<file path="src/rtl/fetch_execute_seq.sv">
// rtl/fetch_execute_seq.sv - PATP fetch/execute sequencer driving the phase flag; optional single-step build via FE_SINGLE_STEP_EN
module fetch_execute_seq #(
    parameter int MEM_TIMEOUT = 8,
    parameter int STEP_W      = 3
) (
    input  logic              clk,
    input  logic              rst_n,
    input  logic              run,
    input  logic              halt_req,
    input  logic              mem_ack,
    input  logic              exec_done,
    input  logic              fe_q,
`ifdef FE_SINGLE_STEP_EN
    input  logic              step,
`endif
    output logic              trigger_set,
    output logic              trigger_rst,
    output logic              mem_rd,
    output logic              ir_load,
    output logic              pc_inc,
    output logic              exec_start,
    output logic [STEP_W-1:0] t_step,
    output logic              halted,
    output logic              fault
);

    // Timeout counter only has to reach MEM_TIMEOUT-1 (index of the last allowed FETCH cycle).
    localparam int               CNT_W   = (MEM_TIMEOUT > 1) ? $clog2(MEM_TIMEOUT) : 1;
    localparam logic [CNT_W-1:0] TO_LAST = CNT_W'(MEM_TIMEOUT - 1);

`ifdef FE_SINGLE_STEP_EN
    typedef enum logic [2:0] {
        S_IDLE, S_FETCH, S_DECODE, S_EXEC, S_EXEC_WAIT, S_HALT, S_FAULT, S_PAUSE
    } state_t;
`else
    typedef enum logic [2:0] {
        S_IDLE, S_FETCH, S_DECODE, S_EXEC, S_EXEC_WAIT, S_HALT, S_FAULT
    } state_t;
`endif

    state_t             state;
    state_t             state_d;
    logic [CNT_W-1:0]   to_cnt;
    logic [CNT_W-1:0]   to_cnt_d;
    logic               trig_set_d;
    logic               trig_rst_d;
    logic               fetch_done_d;
    logic               exec_start_d;
    logic               mem_rd_d;
    logic               halted_d;
    logic               fault_d;
    logic [STEP_W-1:0]  t_step_d;
    logic               quiet_d;

`ifdef FE_SINGLE_STEP_EN
    logic step_q;
    logic step_rise;

    // Remember last step level so a held step button only advances once.
    always_ff @(posedge clk or negedge rst_n) begin
        if (!rst_n) begin
            step_q <= 1'b0;
        end else begin
            step_q <= step;
        end
    end

    assign step_rise = step & ~step_q;
`endif

    // Next state and next-cycle output values; outputs are registered so they line up with the state entered.
    always_comb begin
        state_d      = state;
        to_cnt_d     = '0;
        trig_set_d   = 1'b0;
        trig_rst_d   = 1'b0;
        fetch_done_d = 1'b0;
        exec_start_d = 1'b0;
        case (state)
            S_IDLE: begin
                if (run) begin
                    state_d    = S_FETCH;
                    trig_rst_d = 1'b1;
                end
            end
            S_FETCH: begin
                // First FETCH cycle still sees the flag before trigger_rst lands, so skip it.
                if (fe_q && (to_cnt != '0)) begin
                    state_d = S_FAULT;
                end else if (mem_ack) begin
                    state_d      = S_DECODE;
                    fetch_done_d = 1'b1;
                    trig_set_d   = 1'b1;
                end else if (to_cnt == TO_LAST) begin
                    state_d = S_FAULT;
                end else begin
                    to_cnt_d = to_cnt + 1'b1;
                end
            end
            S_DECODE: begin
                if (halt_req) begin
                    state_d    = S_HALT;
                    trig_rst_d = 1'b1;
                end else begin
                    state_d      = S_EXEC;
                    exec_start_d = 1'b1;
                end
            end
            S_EXEC: begin
                state_d = fe_q ? S_EXEC_WAIT : S_FAULT;
            end
            S_EXEC_WAIT: begin
                if (!fe_q) begin
                    state_d = S_FAULT;
                end else if (exec_done) begin
                    trig_rst_d = 1'b1;
`ifdef FE_SINGLE_STEP_EN
                    state_d    = run ? S_PAUSE : S_IDLE;
`else
                    state_d    = run ? S_FETCH : S_IDLE;
`endif
                end
            end
            S_HALT: begin
                if (!run) begin
                    state_d = S_IDLE;
                end
            end
            S_FAULT: begin
                state_d = S_FAULT;
            end
`ifdef FE_SINGLE_STEP_EN
            S_PAUSE: begin
                if (!run) begin
                    state_d = S_IDLE;
                end else if (step_rise) begin
                    state_d    = S_FETCH;
                    trig_rst_d = 1'b1;
                end
            end
`endif
            default: begin
                state_d = S_FAULT;
            end
        endcase

        mem_rd_d = (state_d == S_FETCH);
        halted_d = (state_d == S_HALT);
        fault_d  = (state_d == S_FAULT);

        quiet_d = (state_d == S_IDLE) || (state_d == S_HALT) || (state_d == S_FAULT);
`ifdef FE_SINGLE_STEP_EN
        quiet_d = quiet_d || (state_d == S_PAUSE);
`endif
        if (quiet_d || trig_set_d || trig_rst_d) begin
            t_step_d = '0;
        end else if (t_step == '1) begin
            t_step_d = t_step;
        end else begin
            t_step_d = t_step + 1'b1;
        end
    end

    // State, timeout counter and all registered outputs; reset clears everything at once.
    always_ff @(posedge clk or negedge rst_n) begin
        if (!rst_n) begin
            state       <= S_IDLE;
            to_cnt      <= '0;
            trigger_set <= 1'b0;
            trigger_rst <= 1'b0;
            mem_rd      <= 1'b0;
            ir_load     <= 1'b0;
            pc_inc      <= 1'b0;
            exec_start  <= 1'b0;
            t_step      <= '0;
            halted      <= 1'b0;
            fault       <= 1'b0;
        end else begin
            state       <= state_d;
            to_cnt      <= to_cnt_d;
            trigger_set <= trig_set_d;
            trigger_rst <= trig_rst_d;
            mem_rd      <= mem_rd_d;
            ir_load     <= fetch_done_d;
            pc_inc      <= fetch_done_d;
            exec_start  <= exec_start_d;
            t_step      <= t_step_d;
            halted      <= halted_d;
            fault       <= fault_d;
        end
    end

endmodule
</file>
<file path="config.mk">
export PLATFORM = sky130hd
export DESIGN_NAME = fetch_execute_seq
export DESIGN_NICKNAME = d
export VERILOG_FILES = /design/src/rtl/fetch_execute_seq.sv
export SDC_FILE = /design/constraint.sdc
export NUM_CORES = 1
export LEC_CHECK = 0
export BUFFER_PORTS_ARGS = -buffer_cell sky130_fd_sc_hd__buf_4
export CAP_MARGIN = 20
export CORE_AREA = 2 2 57 59
export DETAILED_ROUTE_END_ITERATION = 8
export DIE_AREA = 0 0 59 61
export PLACE_DENSITY_LB_ADDON = 0.05
export SLEW_MARGIN = 20
export SYNTH_ARGS = -nofsm -noshare
export SYNTH_HDL_FRONTEND = slang
export SYNTH_SLANG_ARGS = --single-unit
export TNS_END_PERCENT = 50
</file>
<file path="constraint.sdc">
create_clock -name clk -period 4.6 [get_ports clk]
set_clock_uncertainty 0.1 [all_clocks]
set_input_delay 0.23 -clock clk [delete_from_list [all_inputs] [get_ports clk]]
set_output_delay 0.23 -clock clk [all_outputs]
set_load 0.01 [all_outputs]
</file>
==> metrics.yaml <==
reg2reg_depth: 6
globalRoute.totalOverflow: 0
required_ps: 4690
cts_buffer_depth: 2
crit_path_max_incr_delay_ps: 400
r2r_slack_ps: 2760
powerDensity_nw_per_um2: 229
drt-initial-drc-count: 4
ys_warn_count: 0
multi_input_area_sq_um: 403
rsz0062_at_grt: "false"
die-area_sq_um: 3600
min_from: "halt_req"
min_path_type: "in -> reg"
nFillCells: 315
drive_gt1_share_pct: 32.3
path_clk_slew_ps: 80
place_congestion: 0.787
yosysSeqAreaShare_pct: 44.5
whs_endpoint: "exec_start"
postCtsSetupBuffers: 0
hold_ws_ps: 26.4
setup_viol: 0
tightest_slew_ps: 475
finalPower_mw: 0.232
finish.net_count: 106
crit_top_cell: "ha_1"
port-buffer-count: 17
r2r-start: "to_cnt[0]"
insertion_delay_ps: 280
syn-cell-area_sq_um: 843
diodes: 0
antenna_found_initial: 0
vias: 615
synth-seq-cells: 15
fmax_ghz: 0.544
wl_per_cell_um: 12.6
hold_violations: 0
cp-end-kind: "flip-flop"
yosys.area.top_type: "dfrtp_1"
drtAntennaViolNets: 0
worstHoldPathCells: 2
layout_common_cells: "buf_4, dfrtp_1, inv_1"
syn2layout_area_growth_pct: 19.7
num_rows: 20
critPathKind: "reg -> reg"
viasPerCell: 4.88
post-route-period-util_pct: 39.9
cts_root_buf: "clkbuf_4"
cp_max_fo: 5
min_period_ps: 1840
p_leak_nw: 0.492
finalSetupTns_ps: 0
startpoint: "to_cnt[0]"
drtPass1Iterations: 2
crit_path_start_kind: "flip-flop"
tritoncts: "built"
initial_core_util_pct: 28.6
max-vdd-ir-drop_mv: 0.136
grt_first_pass_wirelength_um: 2600
crit_arrival_ps: 1920
status: "finished, final reports clean"
relSlewSlack_pct: 68.1
regArea_sq_um: 375
die_w_um: 59
final_common_cell: "buf_4"
grt_max_degree: 16
numCtsBuffers: 3
grt_use_total_pct: 9.78
drc_errors: 0
wl_um: 1590
cap_viol_max_count: 0
synth_top_area_share_pct: 44.5
hpwl_um: 1190
netlist-cell-type-count: 36
fp.dieH_um: 61
ioPinCount: 18
cts_sinks: 15
coreArea_sq_um: 2950
synth_area_per_cell_sq_um: 11.1
synthCells: 76
htreeDepth: 1
syn_nets: 88
path_cells: "ha_1 > ha_1 > a21oi_1 > a221oi_4 > xor2_2 > nor4_1"
cp_slowest_cell: "dfrtp_1"
finalMaxSlewViolations: 0
grt_pass1_vias: 589
synthTopCellsByArea: "dfrtp_1, ha_1, nor4_1, mux2i_1, a221oi_4"
r2r_end: "t_step[2]"
-- report_power, final --
group	switching, mW	total, mW	internal [mW]
clock network	0.0399	0.0736	0.0337
registers	0.00276	0.136	0.134
logic	0.0116	0.0215	0.00991
-- state kept, by name, indices dropped and copies added, names as in the netlist --
signal       count
state            3
exec_start       1
t_step           3
to_cnt           3
pc_inc           1
fault            1
mem_rd           1
trigger_rst      1
halted           1
-- worst max-delay path, delay by kind of cell (launching register included) --
family / cells / cell delay [ps]
adders and majority gates: 2 / 420
DFF: 1 / 400
AOI/OAI and AO/OA: 2 / 380
and+or+nand+nor: 1 / 230
xor gates and xnor gates: 1 / 210
-- repair_timing --
action | 4_1_cts | 5_1_grt
setup endpoints to repair | 0 | 0
hold buffers | 1 | 0
resized for setup | 0 | 0
hold endpoints to repair | 15 | 0
-- logic make-up (layout without fill, tap and decap cells) --
group	after synthesis	after routing	synth area share (%)
AND/OR/NAND/NOR	20	20	15.6
multiplexers	3	3	3.56
buffers and inverters	12	29	7.71
XOR/XNOR	2	2	2.97
flip-flops	15	15	44.5
adder cells (fa/ha/maj)	5	5	7.42
AO/OA/AOI/OAI	19	19	18.3
-- Yosys cell counts --
| master | n |
|---|---|
| or2_2 | 1 |
| nor4_1 | 5 |
| nand2_1 | 1 |
| o21bai_1 | 1 |
| nand3_1 | 1 |
| buf_2 | 1 |
| a21oi_2 | 1 |
| a221oi_4 | 1 |
| ha_1 | 5 |
| inv_1 | 7 |
| nor3_2 | 1 |
| a211oi_1 | 2 |
| nor2b_1 | 1 |
| a21oi_1 | 4 |
| mux2i_1 | 3 |
| nand4b_1 | 1 |
| buf_4 | 3 |
| xor2_1 | 1 |
| o31ai_1 | 1 |
| o21ai_0 | 3 |
| and2_2 | 1 |
| a21boi_2 | 1 |
| buf_6 | 1 |
| dfrtp_1 | 15 |
| o211ai_1 | 1 |
| nor2_1 | 2 |
| o31a_1 | 1 |
| a22oi_1 | 1 |
| o31a_2 | 1 |
| nand2b_4 | 1 |
| o21ai_2 | 1 |
| nand3b_1 | 1 |
| and3_1 | 1 |
| nor3_1 | 1 |
| xor2_2 | 1 |
| and2_1 | 2 |
-- worst max path at each step --
stage	to	slack [ps]	depth (start not counted)
after detailed placement	t_step[2]	2760	6
after floorplan	t_step[0]	2890	6
after global routing	t_step[1]	2590	7
after global placement	t_step[1]	2730	6
after CTS	t_step[2]	2740	6
final	t_step[2]	2760	6
-- through the flow --
stage	util (%)	area [sq um]	worst slack, ps	instances
global route	34.2	1010	2590	126
global placement	33.0	973	2730	121
finish	34.2	1010	2760	126
floorplan	-	843	2890	76
detailed placement	33.0	973	2760	121
CTS	34.2	1010	2740	126
-- layout make-up --
class / count / area share, %
repair buffers: 18 / 13.6
clock buffers: 4 / 2.60
well taps: 33 / 4.09
flip-flops and latches: 15 / 37.2
inverters: 7 / 2.60
multi-input cells: 49 / 39.9
-- per-layer routing --
layer  vias up  routed length (um)  track usage, %
li1        305                   -               -
met1       298                 705            11.4
met2        12                 817            16.7
met3         0                  70            3.84
met4         0                   0            2.92
met5         -                   0               0
Power figures use the tool's default switching activity.
